## src/rtl/multi_phase_pkg.sv

```systemverilog
// Shared definitions for the multi-channel zero-crossing phase estimator.
// Holds the controller state encoding and the helpers that map a linear
// pair index k onto its channel pair (i, j), i < j, in lexicographic order.
package multi_phase_pkg;

  typedef enum logic [1:0] {
    ST_IDLE    = 2'd0,
    ST_ARMED   = 2'd1,
    ST_COMPUTE = 2'd2
  } state_t;

  // Number of unordered channel pairs for n channels.
  function automatic int npair(input int n);
    return n * (n - 1) / 2;
  endfunction

  // First channel of pair k: (0,1),(0,2),...,(0,n-1),(1,2),...
  function automatic int pair_i(input int k, input int n);
    int idx;
    pair_i = 0;
    idx    = 0;
    for (int i = 0; i < n - 1; i++) begin
      for (int j = i + 1; j < n; j++) begin
        if (idx == k) pair_i = i;
        idx++;
      end
    end
  endfunction

  // Second channel of pair k.
  function automatic int pair_j(input int k, input int n);
    int idx;
    pair_j = 0;
    idx    = 0;
    for (int i = 0; i < n - 1; i++) begin
      for (int j = i + 1; j < n; j++) begin
        if (idx == k) pair_j = j;
        idx++;
      end
    end
  endfunction

endpackage

```

## src/rtl/multi_phase_zc_detect.sv

```systemverilog
// Per-channel rising zero-crossing detector.
// Ports:
//   clock, reset     system clock, asynchronous active-low reset
//   clear            restart the channel for a new window
//   enable           sample strobe (already gated by the controller)
//   sample           signed channel sample
//   counter          sample index to stamp (count after this strobe)
//   captured         a crossing has been timestamped this window
//   ts               timestamp of the first armed rising crossing
module zc_detect #(
  parameter int DW   = 16,
  parameter int TSW  = 16,
  parameter int HYST = 0
) (
  input  logic                 clock,
  input  logic                 reset,
  input  logic                 clear,
  input  logic                 enable,
  input  logic signed [DW-1:0] sample,
  input  logic [TSW-1:0]       counter,
  output logic                 captured,
  output logic [TSW-1:0]       ts
);

  logic signed [DW-1:0] prev;
  logic                 prev_valid;
  logic                 armed;
  logic                 crossing;

  // Arming is based on earlier samples only, so a single sample can never
  // both arm the channel and count as the crossing.
  assign crossing = prev_valid && armed && prev[DW-1] && !sample[DW-1];

  // NOTE: state registers use non-blocking assignments so every flop
  // samples the pre-edge values regardless of statement order.
  always_ff @(posedge clock or negedge reset) begin
    if (!reset) begin
      prev       <= '0;
      prev_valid <= 1'b0;
      armed      <= 1'b0;
      captured   <= 1'b0;
      ts         <= '0;
    end else if (clear) begin
      prev       <= '0;
      prev_valid <= 1'b0;
      armed      <= 1'b0;
      captured   <= 1'b0;
      ts         <= '0;
    end else if (enable && !captured) begin
      prev       <= sample;
      prev_valid <= 1'b1;
      if (int'(sample) < -HYST) armed <= 1'b1;
      if (crossing) begin
        ts       <= counter;
        captured <= 1'b1;
      end
    end
  end

endmodule

```

## src/rtl/multi_phase_zc.sv

```systemverilog
// Multi-channel phase-difference estimator.
// Timestamps the first rising zero-crossing of every channel inside a
// measurement window and publishes all pairwise timestamp differences
// (ts[j] - ts[i], i < j) as one atomic update.
// Ports:
//   clock, reset   system clock, asynchronous active-low reset
//   enable         one-clock sample strobe, all channels together
//   start          begin a measurement window (ignored while busy)
//   rx             N_CH signed samples, channel c at [c*DW +: DW]
//   diff_phase     signed pair differences, pair k at [k*TSW +: TSW]
//   valid          one-clock pulse when diff_phase updates
//   timeout        one-clock pulse when a window ends incomplete
//   busy           window or computation in progress
module multi_phase_zc
  import multi_phase_pkg::*;
#(
  parameter int N_CH    = 4,
  parameter int DW      = 16,
  parameter int TSW     = 16,
  parameter int TIMEOUT = 64,
  parameter int HYST    = 0
) (
  input  logic                               clock,
  input  logic                               reset,
  input  logic                               enable,
  input  logic                               start,
  input  logic [N_CH*DW-1:0]                 rx,
  output logic [N_CH*(N_CH-1)/2*TSW-1:0]     diff_phase,
  output logic                               valid,
  output logic                               timeout,
  output logic                               busy
);

  localparam int NPAIR = npair(N_CH);
  localparam int CW    = (N_CH > 1) ? $clog2(N_CH) : 1;
  localparam int PW    = (NPAIR > 0) ? $clog2(NPAIR + 1) : 1;

  state_t                state, state_d;
  logic [TSW-1:0]        cnt;
  logic [TSW-1:0]        cnt_next;
  logic [PW-1:0]         pidx;
  logic [N_CH-1:0]       cap;
  logic [TSW-1:0]        ts [N_CH];
  logic [TSW-1:0]        shadow [NPAIR];
  logic [TSW-1:0]        pair_diff;
  logic [CW-1:0]         sel_i, sel_j;
  logic                  all_cap, window_open, ch_en;
  logic                  clr, pair_wr, copy, fire_to;

  assign cnt_next    = cnt + TSW'(1);
  assign all_cap     = &cap;
  // Once TIMEOUT samples are taken, further strobes must not reach the
  // channels: the window is already decided on the following clock.
  assign window_open = (state == ST_ARMED) && (cnt < TSW'(TIMEOUT));
  assign ch_en       = enable && window_open;

  for (genvar c = 0; c < N_CH; c++) begin : g_ch
    zc_detect #(
      .DW   (DW),
      .TSW  (TSW),
      .HYST (HYST)
    ) u_zc (
      .clock    (clock),
      .reset    (reset),
      .clear    (clr),
      .enable   (ch_en),
      .sample   (rx[c*DW +: DW]),
      .counter  (cnt_next),
      .captured (cap[c]),
      .ts       (ts[c])
    );
  end

  // One shared subtractor, stepped through the pairs by pidx.
  always_comb begin
    sel_i     = CW'(pair_i(int'(pidx), N_CH));
    sel_j     = CW'(pair_j(int'(pidx), N_CH));
    pair_diff = ts[sel_j] - ts[sel_i];
  end

  // NOTE: every signal written here gets a default first, so no path can
  // leave one unassigned and infer a latch.
  always_comb begin
    state_d = state;
    clr     = 1'b0;
    pair_wr = 1'b0;
    copy    = 1'b0;
    fire_to = 1'b0;
    case (state)
      ST_IDLE: begin
        if (start) begin
          clr     = 1'b1;
          state_d = ST_ARMED;
        end
      end
      ST_ARMED: begin
        // Registered capture flags already include a capture made on the
        // final strobe, so a simultaneous capture beats the timeout.
        if (all_cap) begin
          pair_wr = 1'b1;
          state_d = ST_COMPUTE;
        end else if (cnt >= TSW'(TIMEOUT)) begin
          fire_to = 1'b1;
          state_d = ST_IDLE;
        end
      end
      ST_COMPUTE: begin
        if (pidx == PW'(NPAIR)) begin
          copy    = 1'b1;
          state_d = ST_IDLE;
        end else begin
          pair_wr = 1'b1;
        end
      end
      default: state_d = ST_IDLE;
    endcase
  end

  // NOTE: the shadow array is small and reset with everything else so the
  // published result never depends on power-up contents.
  always_ff @(posedge clock or negedge reset) begin
    if (!reset) begin
      state      <= ST_IDLE;
      cnt        <= '0;
      pidx       <= '0;
      busy       <= 1'b0;
      valid      <= 1'b0;
      timeout    <= 1'b0;
      diff_phase <= '0;
      for (int k = 0; k < NPAIR; k++) shadow[k] <= '0;
    end else begin
      state   <= state_d;
      valid   <= copy;
      timeout <= fire_to;
      if (clr) begin
        cnt  <= '0;
        pidx <= '0;
        busy <= 1'b1;
      end else begin
        if (ch_en) cnt <= cnt_next;
        if (pair_wr) begin
          shadow[pidx] <= pair_diff;
          pidx         <= pidx + PW'(1);
        end
        if (copy || fire_to) busy <= 1'b0;
      end
      if (copy) begin
        for (int k = 0; k < NPAIR; k++) diff_phase[k*TSW +: TSW] <= shadow[k];
      end
    end
  end

endmodule

```

## config.mk

```make
export PLATFORM = sky130hd
export DESIGN_NAME = multi_phase_zc
export DESIGN_NICKNAME = d
export VERILOG_FILES = /design/src/rtl/multi_phase_pkg.sv /design/src/rtl/multi_phase_zc_detect.sv /design/src/rtl/multi_phase_zc.sv
export SDC_FILE = /design/constraint.sdc
export NUM_CORES = 1
export LEC_CHECK = 0
export CAP_MARGIN = 20
export CORE_ASPECT_RATIO = 0.8
export CORE_MARGIN = 1
export CORE_UTILIZATION = 50
export CTS_CLUSTER_DIAMETER = 60
export DETAILED_ROUTE_END_ITERATION = 6
export DONT_BUFFER_PORTS = 1
export PLACE_DENSITY_LB_ADDON = 0.05
export SETUP_SLACK_MARGIN = 0.4
export SLEW_MARGIN = 20
export SYNTH_ARGS = -nofsm -noshare
export SYNTH_HDL_FRONTEND = slang
export SYNTH_HIERARCHICAL = 1
export SYNTH_SLANG_ARGS = --single-unit
```

## constraint.sdc

```tcl
create_clock -name clock -period 11.5 [get_ports clock]
set_input_delay 1.15 -clock clock [delete_from_list [all_inputs] [get_ports clock]]
set_output_delay 1.15 -clock clock [all_outputs]
set_load 0.01 [all_outputs]
```

# Word level (Yosys, flattened, before mapping)
# Index checks and enable logic that the tools add are counted.
# word_totals
ff_bits	356
inputBits	68
output_inout_bits	99
word_cells	208
# classes
add_sub_neg	3
n_lt_le_gt_ge	10
eq_ne	11
muxes	91
bitwise_logic	4
n_reduce_logical	56
# ops
operator	count
16-bit two-way mux	27
96-bit bitwise mux	1
16-bit binary-select mux with 2-bit select	2
16-bit by 1-bit < comparator with 1-bit output (second input constant)	4
16-bit demux with 3-bit select	1
1-bit two-way mux	46
2-bit nonzero test	15
2-bit two-way mux	10
1-bit logical AND	19
2-bit AND reduction	9
16-bit by 1-bit adder with 16-bit output (second input constant)	1
16-bit by 7-bit >= comparator with 1-bit output (second input constant)	1
16-bit by 7-bit < comparator with 1-bit output (second input constant)	1
16-bit subtractor	1
3-bit equality test (first input constant)	4
1-bit zero test	8
3-bit >= comparator (second input constant)	2
3-bit two-way mux	2
2-bit inverter with 3-bit output	2
2-bit case mux with 3 select lines	1
4-bit >= comparator (second input constant)	1
4-bit by 1-bit < comparator with 1-bit output (second input constant)	1
2-bit != test (second input constant)	2
3-bit inverter with 4-bit output	1
other kinds (13)	13

# Longest topological paths before layout
# Gate-level depths: netlist of the first run.
# depth
ltp_word	13
depth_mapped	17
depth_no_buf	15

# By module
# Netlist of the first run, hierarchy kept.
# by_module_without_submodules
module	instances	cells_per_inst	area_per_inst_um2	seq_area_each_um2
multi_phase_zc	1	876	10206.0	5405.2
zc_detect	4	83	968.4	500.5

# Worst setup path before layout of the first run
# No wires, ideal clock.
# synth_path
path_type	register to register
start	register pidx[1]
end	register shadow[10] in the netlist's numbering
setup_time_ns	0.125
arrival_time_ns	3.529
required_ns	11.375
path_slack_ns	7.847
path_stages_with_launch	18
path_buffers	2
period_less_slack_ns	3.653
path_cell_list	dfrtp_1 inv_1 ha_1 nand3b_2 and2_1 buf_2 buf_2 mux2i_1 o21ai_0 ha_1 inv_1 fa_1 a21o_1 a21oi_1 o21a_1 o31ai_1 xor2_1 mux2_2
# synth_between
elab_chain_cells	13
word_cells_on_any_way	35
cone_classes	add/sub (1); order compare (2); eq/ne (6); mux (20); bitwise (3); reduce/logical (3)
# synth_lines
element	line_no	source
from (decl)	multi_phase_zc.sv:41	logic [PW-1:0] pidx;
from (signal assigned)	multi_phase_zc.sv:143	pidx <= pidx + PW'(1);
3-bit zero test	multi_phase_pkg.sv:37	if (idx == k) pair_j = j;
1-bit two-way mux	multi_phase_pkg.sv:37	
2-bit two-way mux (5 in a row)	multi_phase_pkg.sv:37	
2-bit inverter with 3-bit output (not written as such)	multi_phase_zc.sv:78	pair_diff = ts[sel_j] - ts[sel_i];
16-bit binary-select mux with 2-bit select	multi_phase_zc.sv:78	
16-bit two-way mux (not written as such) (2 in a row)	multi_phase_zc.sv:78	
16-bit subtractor	multi_phase_zc.sv:78	
96-bit bitwise mux	multi_phase_zc.sv:142	shadow[pidx] <= pair_diff;
to (signal, indexed assignment)	multi_phase_zc.sv:142	
to (decl)	multi_phase_zc.sv:44	logic [TSW-1:0] shadow [NPAIR];
# Parallel ways exist; a longest one is shown, timed or not. The select of a mux whose other input is x is not followed.
# A chain may end at the register's enable or synchronous reset.

# Final worst setup path of the first run
# layout_path
start	register pidx[2]
end	register shadow[15] in the netlist's numbering
# Same word-level chain as after synthesis.

==> results of run 1 <==
cell usage in the layout (no fill, tap or decap), drive strengths merged, types with 15 or more instances in the layout:
master  instances
mux2          160
a31oi          15
clkbuf         42
dfrtp         296
nand2b        132
buf            18
ha             26
and2           23
mux2i          95
a211oi         15
nand2          92
o21ai          33
xor2           17
inv            20
a21oi          39
xnor2          16
nor2           76
metrics by stage:
stage | cells | utilization [%]
after global routing | 1576 | 55.8
after detailed placement | 1523 | 52.0
after global placement | 1523 | 52.0
after CTS | 1576 | 55.8
final | 1576 | 55.8
after floorplan | 1208 | -
final cells by class:
type                       instances  area, um2
clock buffer                      42        867
inverter                          20       75.1
fill                            2338      12200
clock inverter                    11        165
multi-input combinational        825       6240
timing repair buffer              18        135
sequential                       296       7410
tap                              364        455
flip-flops by register name, indices dropped and copies added, names as in the netlist:
| register | count |
|---|---|
| valid | 1 |
| g_ch.u_zc/armed | 4 |
| cnt | 16 |
| g_ch.u_zc/prev | 4 |
| timeout | 1 |
| g_ch.u_zc/ts | 64 |
| g_ch.u_zc/captured | 4 |
| diff_phase | 96 |
| g_ch.u_zc/prev_valid | 4 |
| busy | 1 |
| shadow | 96 |
| pidx | 3 |
| state | 2 |
per-layer routing:
metal	vias up	global-route usage, %
met5	-	0
met4	0	4.69
met2	158	32.4
li1	4137	-
met3	41	4.53
met1	4317	34.0
worst max-delay path, delay by kind of cell, from the launching register on:
family                   cells  cell delay, ns
adder cells (fa/ha/maj)      2            0.62
AND/OR/NAND/NOR              2            0.14
AO/OA/AOI/OAI                6            1.89
multiplexers                 1            0.33
XOR/XNOR                     1            0.30
buffers and inverters        2            0.41
flip-flops                   1            0.64
kinds of logic after synthesis:
family	after synthesis	synth area share, %
and+or+nand+nor	372	13.8
DFF	296	52.6
muxes	255	19.6
AOI/OAI and AO/OA	138	6.34
buffers and inverters	87	3.19
xor gates and xnor gates	33	2.05
adders and majority gates	27	2.45
power groups by stage:
| stage | Combinational [mW] | Clock, mW | Sequential [mW] |
|---|---|---|---|
| final | 0.219 | 1.02 | 1.09 |
| after CTS | 0.221 | 1.05 | 1.09 |
| after global routing | 0.243 | 1.09 | 1.09 |
| after detailed placement | 0.221 | 0 | 1.11 |
| after floorplan | 0.169 | 0 | 1.10 |
| after global placement | 0.216 | 0 | 1.10 |
worst paths after layout:
| check | from | endpoint | slack, ns | depth (start not counted) |
|---|---|---|---|---|
| setup / recovery | pidx[2] | shadow[15] | 7.04 | 14 |
| hold / removal | reset | g_ch[3].u_zc/prev_valid | 0.30 | 0 |
| setup reg to reg | pidx[2] | shadow[15] | 7.04 | 14 |
| hold reg to reg | shadow[32] | shadow[32] | 0.48 | 2 |
| max in group asynchronous | reset | cnt[4] | 10.45 | 0 |
| min in group clock | shadow[32] | shadow[32] | 0.48 | 2 |
==> results.sh, run 1 <==
export IMPL_outcome="complete, no violations"
export IMPL_antenna_found_initial=0
export IMPL_pwr_share_seq_pct=46.7
export IMPL_hold_ws_ns=0.296
export IMPL_fp_dieH_um=152
export IMPL_power_density_nw_per_um2=152
export IMPL_period_needed_ns=4.46
export IMPL_cts_htree_levels=1
export IMPL_post_cts_resized=0
export IMPL_setup_tns_ns=0
export IMPL_drive_gt1_share_pct=20.0
export IMPL_wl_per_cell_um=19.6
export IMPL_endpoint_kind="register"
export IMPL_crit_arrival_ns=4.91
export IMPL_syn_num_nets=1303
export IMPL_pwr_share_comb_pct=9.4
export IMPL_setup_viol=0
export IMPL_gp_congestion=0.796
export IMPL_max_slew_margin_pct=29.9
export IMPL_cp_required_ns=11.95
export IMPL_cts_setup_buffers=0
export IMPL_critPathMostFrequentCell="ha_1"
export IMPL_slew_viol_final=0
export IMPL_hold_buffers=0
export IMPL_drt_pass1_iter_count=5
export IMPL_clock_power_share_pct=43.9
export IMPL_place_ws_ns=7.11
export IMPL_ys_types=54
export IMPL_nNetsFinal=1287
export IMPL_synth_commonest_cells="dfrtp_1 (296), mux2_2 (160), nand2b_1 (132)"
export IMPL_worstHoldPathType="primary input to async pin"
export IMPL_design_area_um2=15300
export IMPL_route_met2_wl_um=13000
export IMPL_port_buffers=0
export IMPL_root_buffer="clkbuf_16"
export IMPL_ios=167
export IMPL_ys_ff_latch=296
export IMPL_synth_enable_flop_cells=0
export IMPL_cts_buffers=31
export IMPL_cts_tree="done"
export IMPL_slowest_stage="o31ai_1"
export IMPL_grt_pass1_wl_um=50200
export IMPL_post_dp_hpwl_um=18900
export IMPL_via_count=8653
export IMPL_drc_errors=0
export IMPL_syn_to_final_growth_pct=8.96
export IMPL_post_synth_main_area_contributors="dfrtp_1 (53%), mux2_2 (13%), mux2i_1 (6.7%)"
export IMPL_antenna_left=0
export IMPL_synth_top_area_cell="dfrtp_1"
export IMPL_drt_iter0_drc=463
export IMPL_rows=54
export IMPL_grt_use_total_pct=22.2
export IMPL_clk_pin_slew_worst_paths_ns=0.06
export IMPL_rsz0062_at_grt="no"
export IMPL_tightestPinTransition_ns=1.04
export IMPL_finClkSkew_ns=0.0197
export IMPL_routed_top_layer="met4"
export IMPL_die_area_um2=28800
export IMPL_ys_warn_count=6
export IMPL_grt_max_degree=297
export IMPL_antennaDiodeCount=0
export IMPL_max_freq_ghz=0.224
export IMPL_criticalPathCategory="register to register"
export IMPL_path_cells="inv_1 > ha_1 > nor2_1 > nand2_1 > buf_4 > a211oi_1 > a31oi_1 > ha_1 > o211ai_1 > a21oi_1 > o21ai_0 > o31ai_1 > xnor2_1 > mux2_2"
export IMPL_clock_latency_ns=0.57
export IMPL_dpl_cell_area_um2=14300
export IMPL_power_leakage_nw=7.28
export IMPL_synth_flop_cell="dfrtp_1"
export IMPL_start_kind="register"
export IMPL_syn_inst=1208
export IMPL_max_stage_delay_ns=0.74
export IMPL_hold_viol_final=0
export IMPL_power_switching_mw=0.552
export IMPL_die_w_um=190
export IMPL_grt_ovfl_total=0
export IMPL_post_route_period_util_pct=38.8
export IMPL_cap_violations=0
export IMPL_cts_path_max_buffers=3
export IMPL_core_area_um2=27500
export IMPL_drt_total_wl_um=30800
export IMPL_mappedNetlistArea_um2=14100
export IMPL_crit_fanout=31
export IMPL_clock_sinks=296
export IMPL_wl_met3_um=1530
export IMPL_switching_share_pct=23.7
export IMPL_async_reset_ff_share_pct=100
export IMPL_start_util_pct=51.2
export IMPL_yosysMostFrequentCell="dfrtp_1"
export IMPL_met1Wirelength_um=15700
export IMPL_yosysSeqAreaShare_pct=52.6
export IMPL_netlist_area_leader_share_pct=52.6
export IMPL_synth_area_per_cell_um2=11.7
export IMPL_internal_power_mw=1.78
export IMPL_setup_ws_ns=7.04
export IMPL_fin_total_pwr_mw=2.33
export IMPL_peakVddDrop_mv=0.120
export IMPL_grt_pass1_vias=8767
export IMPL_vias_per_cell=5.49
No activity file was read; power rests on OpenSTA's default activity.
==> inputs of run 2 (changes only) <==
==> constraint.sdc (replaced) <==
create_clock -name clock -period 4.5 [get_ports clock]
set_input_delay 0.45 -clock clock [delete_from_list [all_inputs] [get_ports clock]]
set_output_delay 0.45 -clock clock [all_outputs]
set_load 0.01 [all_outputs]
==> results.sh, run 2 (same netlist as run 1, synthesis figures left out) <==
export IMPL_endpoint_kind="register"
export IMPL_grt_util_met2_pct=33.2
export IMPL_clock_latency_ns=0.51
export IMPL_slew_viol_final=0
export IMPL_critPathMostFrequentCell="buf_4"
export IMPL_path_cells="inv_1 > ha_1 > nand3b_2 > and2_2 > buf_4 > buf_4 > mux2i_1 > nor2_1 > a21oi_1 > ha_1 > a21oi_1 > o21ai_0 > a221oi_2 > o31ai_2 > buf_4 > xnor2_2 > mux2_2"
export IMPL_worstHoldPathType="primary input to async pin"
export IMPL_r2r_end="shadow[15]"
export IMPL_post_route_period_util_pct=85.9
export IMPL_mostFrequentLayoutCells="dfrtp_1 (296), mux2_2 (160), nand2b_1 (132)"
export IMPL_cap_violations=0
export IMPL_hold_ws_ns=-0.344
export IMPL_crit_fanout=7
export IMPL_die_area_um2=28800
export IMPL_cts_tree="done"
export IMPL_start_kind="register"
export IMPL_nNetsFinal=1312
export IMPL_grt_pass1_vias=8849
export IMPL_busiest_layer="met2"
export IMPL_max_stage_delay_ns=0.46
export IMPL_outcome="finished with violations"
export IMPL_antenna_left=0
export IMPL_rsz0062_at_grt="no"
export IMPL_start_util_pct=51.2
export IMPL_r2r_setup_slack_ns=0.63
export IMPL_crit_arrival_ns=4.25
export IMPL_fp_dieH_um=152
export IMPL_ios=167
export IMPL_slowest_stage="dfrtp_1"
export IMPL_grt_pass1_wl_um=50000
export IMPL_crit_path_end="shadow[15]"
export IMPL_peakVddDrop_mv=0.269
export IMPL_gp_congestion=0.813
export IMPL_setup_worst_path_start="pidx[1]"
export IMPL_via_count=8718
export IMPL_power_density_nw_per_um2=387
export IMPL_violations="hold timing"
export IMPL_dpl_cell_count=1542
export IMPL_drive_gt1_share_pct=22.9
export IMPL_drt_total_wl_um=30900
export IMPL_max_freq_ghz=0.259
export IMPL_met3_usage_pct=5.71
export IMPL_syn_to_final_growth_pct=11.4
export IMPL_wl_per_cell_um=19.3
export IMPL_drt_pass1_iter_count=5
export IMPL_tightestPinTransition_ns=0.865
export IMPL_antenna_found_initial=1
export IMPL_rows=54
export IMPL_root_buffer="clkbuf_16"
export IMPL_finClkSkew_ns=0.0239
export IMPL_largest_registers="diff_phase (96), shadow (96), g_ch.u_zc/ts (64)"
export IMPL_layout_cells_non_filler=1604
export IMPL_die_w_um=190
export IMPL_drt_iter0_drc=412
export IMPL_post_dp_hpwl_um=19500
export IMPL_hold_viol_final=296
export IMPL_drc_errors=0
export IMPL_layout_commonest_cell="dfrtp_1"
export IMPL_cts_path_max_buffers=3
export IMPL_period_needed_ns=3.87
export IMPL_fin_total_pwr_mw=6.07
export IMPL_vias_per_cell=5.44
export IMPL_grt_ovfl_total=0
export IMPL_r2r_cells=17
export IMPL_grt_use_total_pct=22.2
export IMPL_fillers=2353
export IMPL_setup_tns_ns=0
export IMPL_path_depth=17
export IMPL_core_area_um2=27500
export IMPL_cts_htree_levels=2
export IMPL_cp_required_ns=4.88
export IMPL_grt_max_degree=297
export IMPL_criticalPathCategory="register to register"
export IMPL_clk_pin_slew_worst_paths_ns=0.06
export IMPL_power_leakage_nw=7.45
export IMPL_cts_buffers=34
export IMPL_reg2reg_from="pidx[1]"
export IMPL_clock_sinks=296
export IMPL_grtUsageMet1_pct=32.7
export IMPL_path_delay_family="compound AO/OA/AOI/OAI gates"
export IMPL_port_buffers=0
export IMPL_setup_viol=0
export IMPL_cp_num_buf_inv=4
export IMPL_max_slew_margin_pct=42.4
## run 2: cell type report
class / count / area, um2 / area share (%)
sequential: 296 / 7410 / 47.2
multi-input combinational: 825 / 6300 / 40.2
clock buffer: 40 / 905 / 5.77
tap: 364 / 455 / 2.90
timing repair buffer: 40 / 354 / 2.26
clock inverter: 18 / 183 / 1.16
inverter: 20 / 75.1 / 0.479
antenna: 1 / 2.50 / 0.0160
## run 2: what timing repair did
action                                  in CTS  in global routing
endpoints found under the setup margin      24                 32
buffers inserted                             0                  3
gates resized for setup                      4                 13
hold endpoints to repair                   296                296
pin swaps                                    0                  3
## run 2: worst min-delay path by stage
stage | start | endpoint | cells after the start
finish | reset | g_ch[1].u_zc/prev[15] | 0
global route | reset | g_ch[3].u_zc/prev[15] | 0
CTS | reset | shadow[59] | 0
detailed placement | reset | g_ch[3].u_zc/prev[15] | 0
floorplan | reset | busy | 0
global placement | reset | g_ch[3].u_zc/prev_valid | 0
## run 2: routing by layer
metal,wire length [um],part of all wire [%]
met2,13500,44
met3,1860,6.0
met1,15200,49
met4,331,1.1
met5,0,0
## run 2: where the power goes
group          total (mW)  internal (mW)  switching, mW
logic               0.591          0.262          0.328
registers            2.78           2.73         0.0425
clock network        2.70           1.61           1.09
## run 2: through the flow
step | setup WS, ns | utilization [%] | instance area (um2)
after floorplan | 0.847 | - | 14100
after detailed placement | 0.263 | 52.7 | 14500
after global placement | 0.291 | 52.7 | 14500
after global routing | 0.410 | 57.0 | 15700
final | 0.635 | 57.0 | 15700
after CTS | 0.402 | 56.7 | 15600
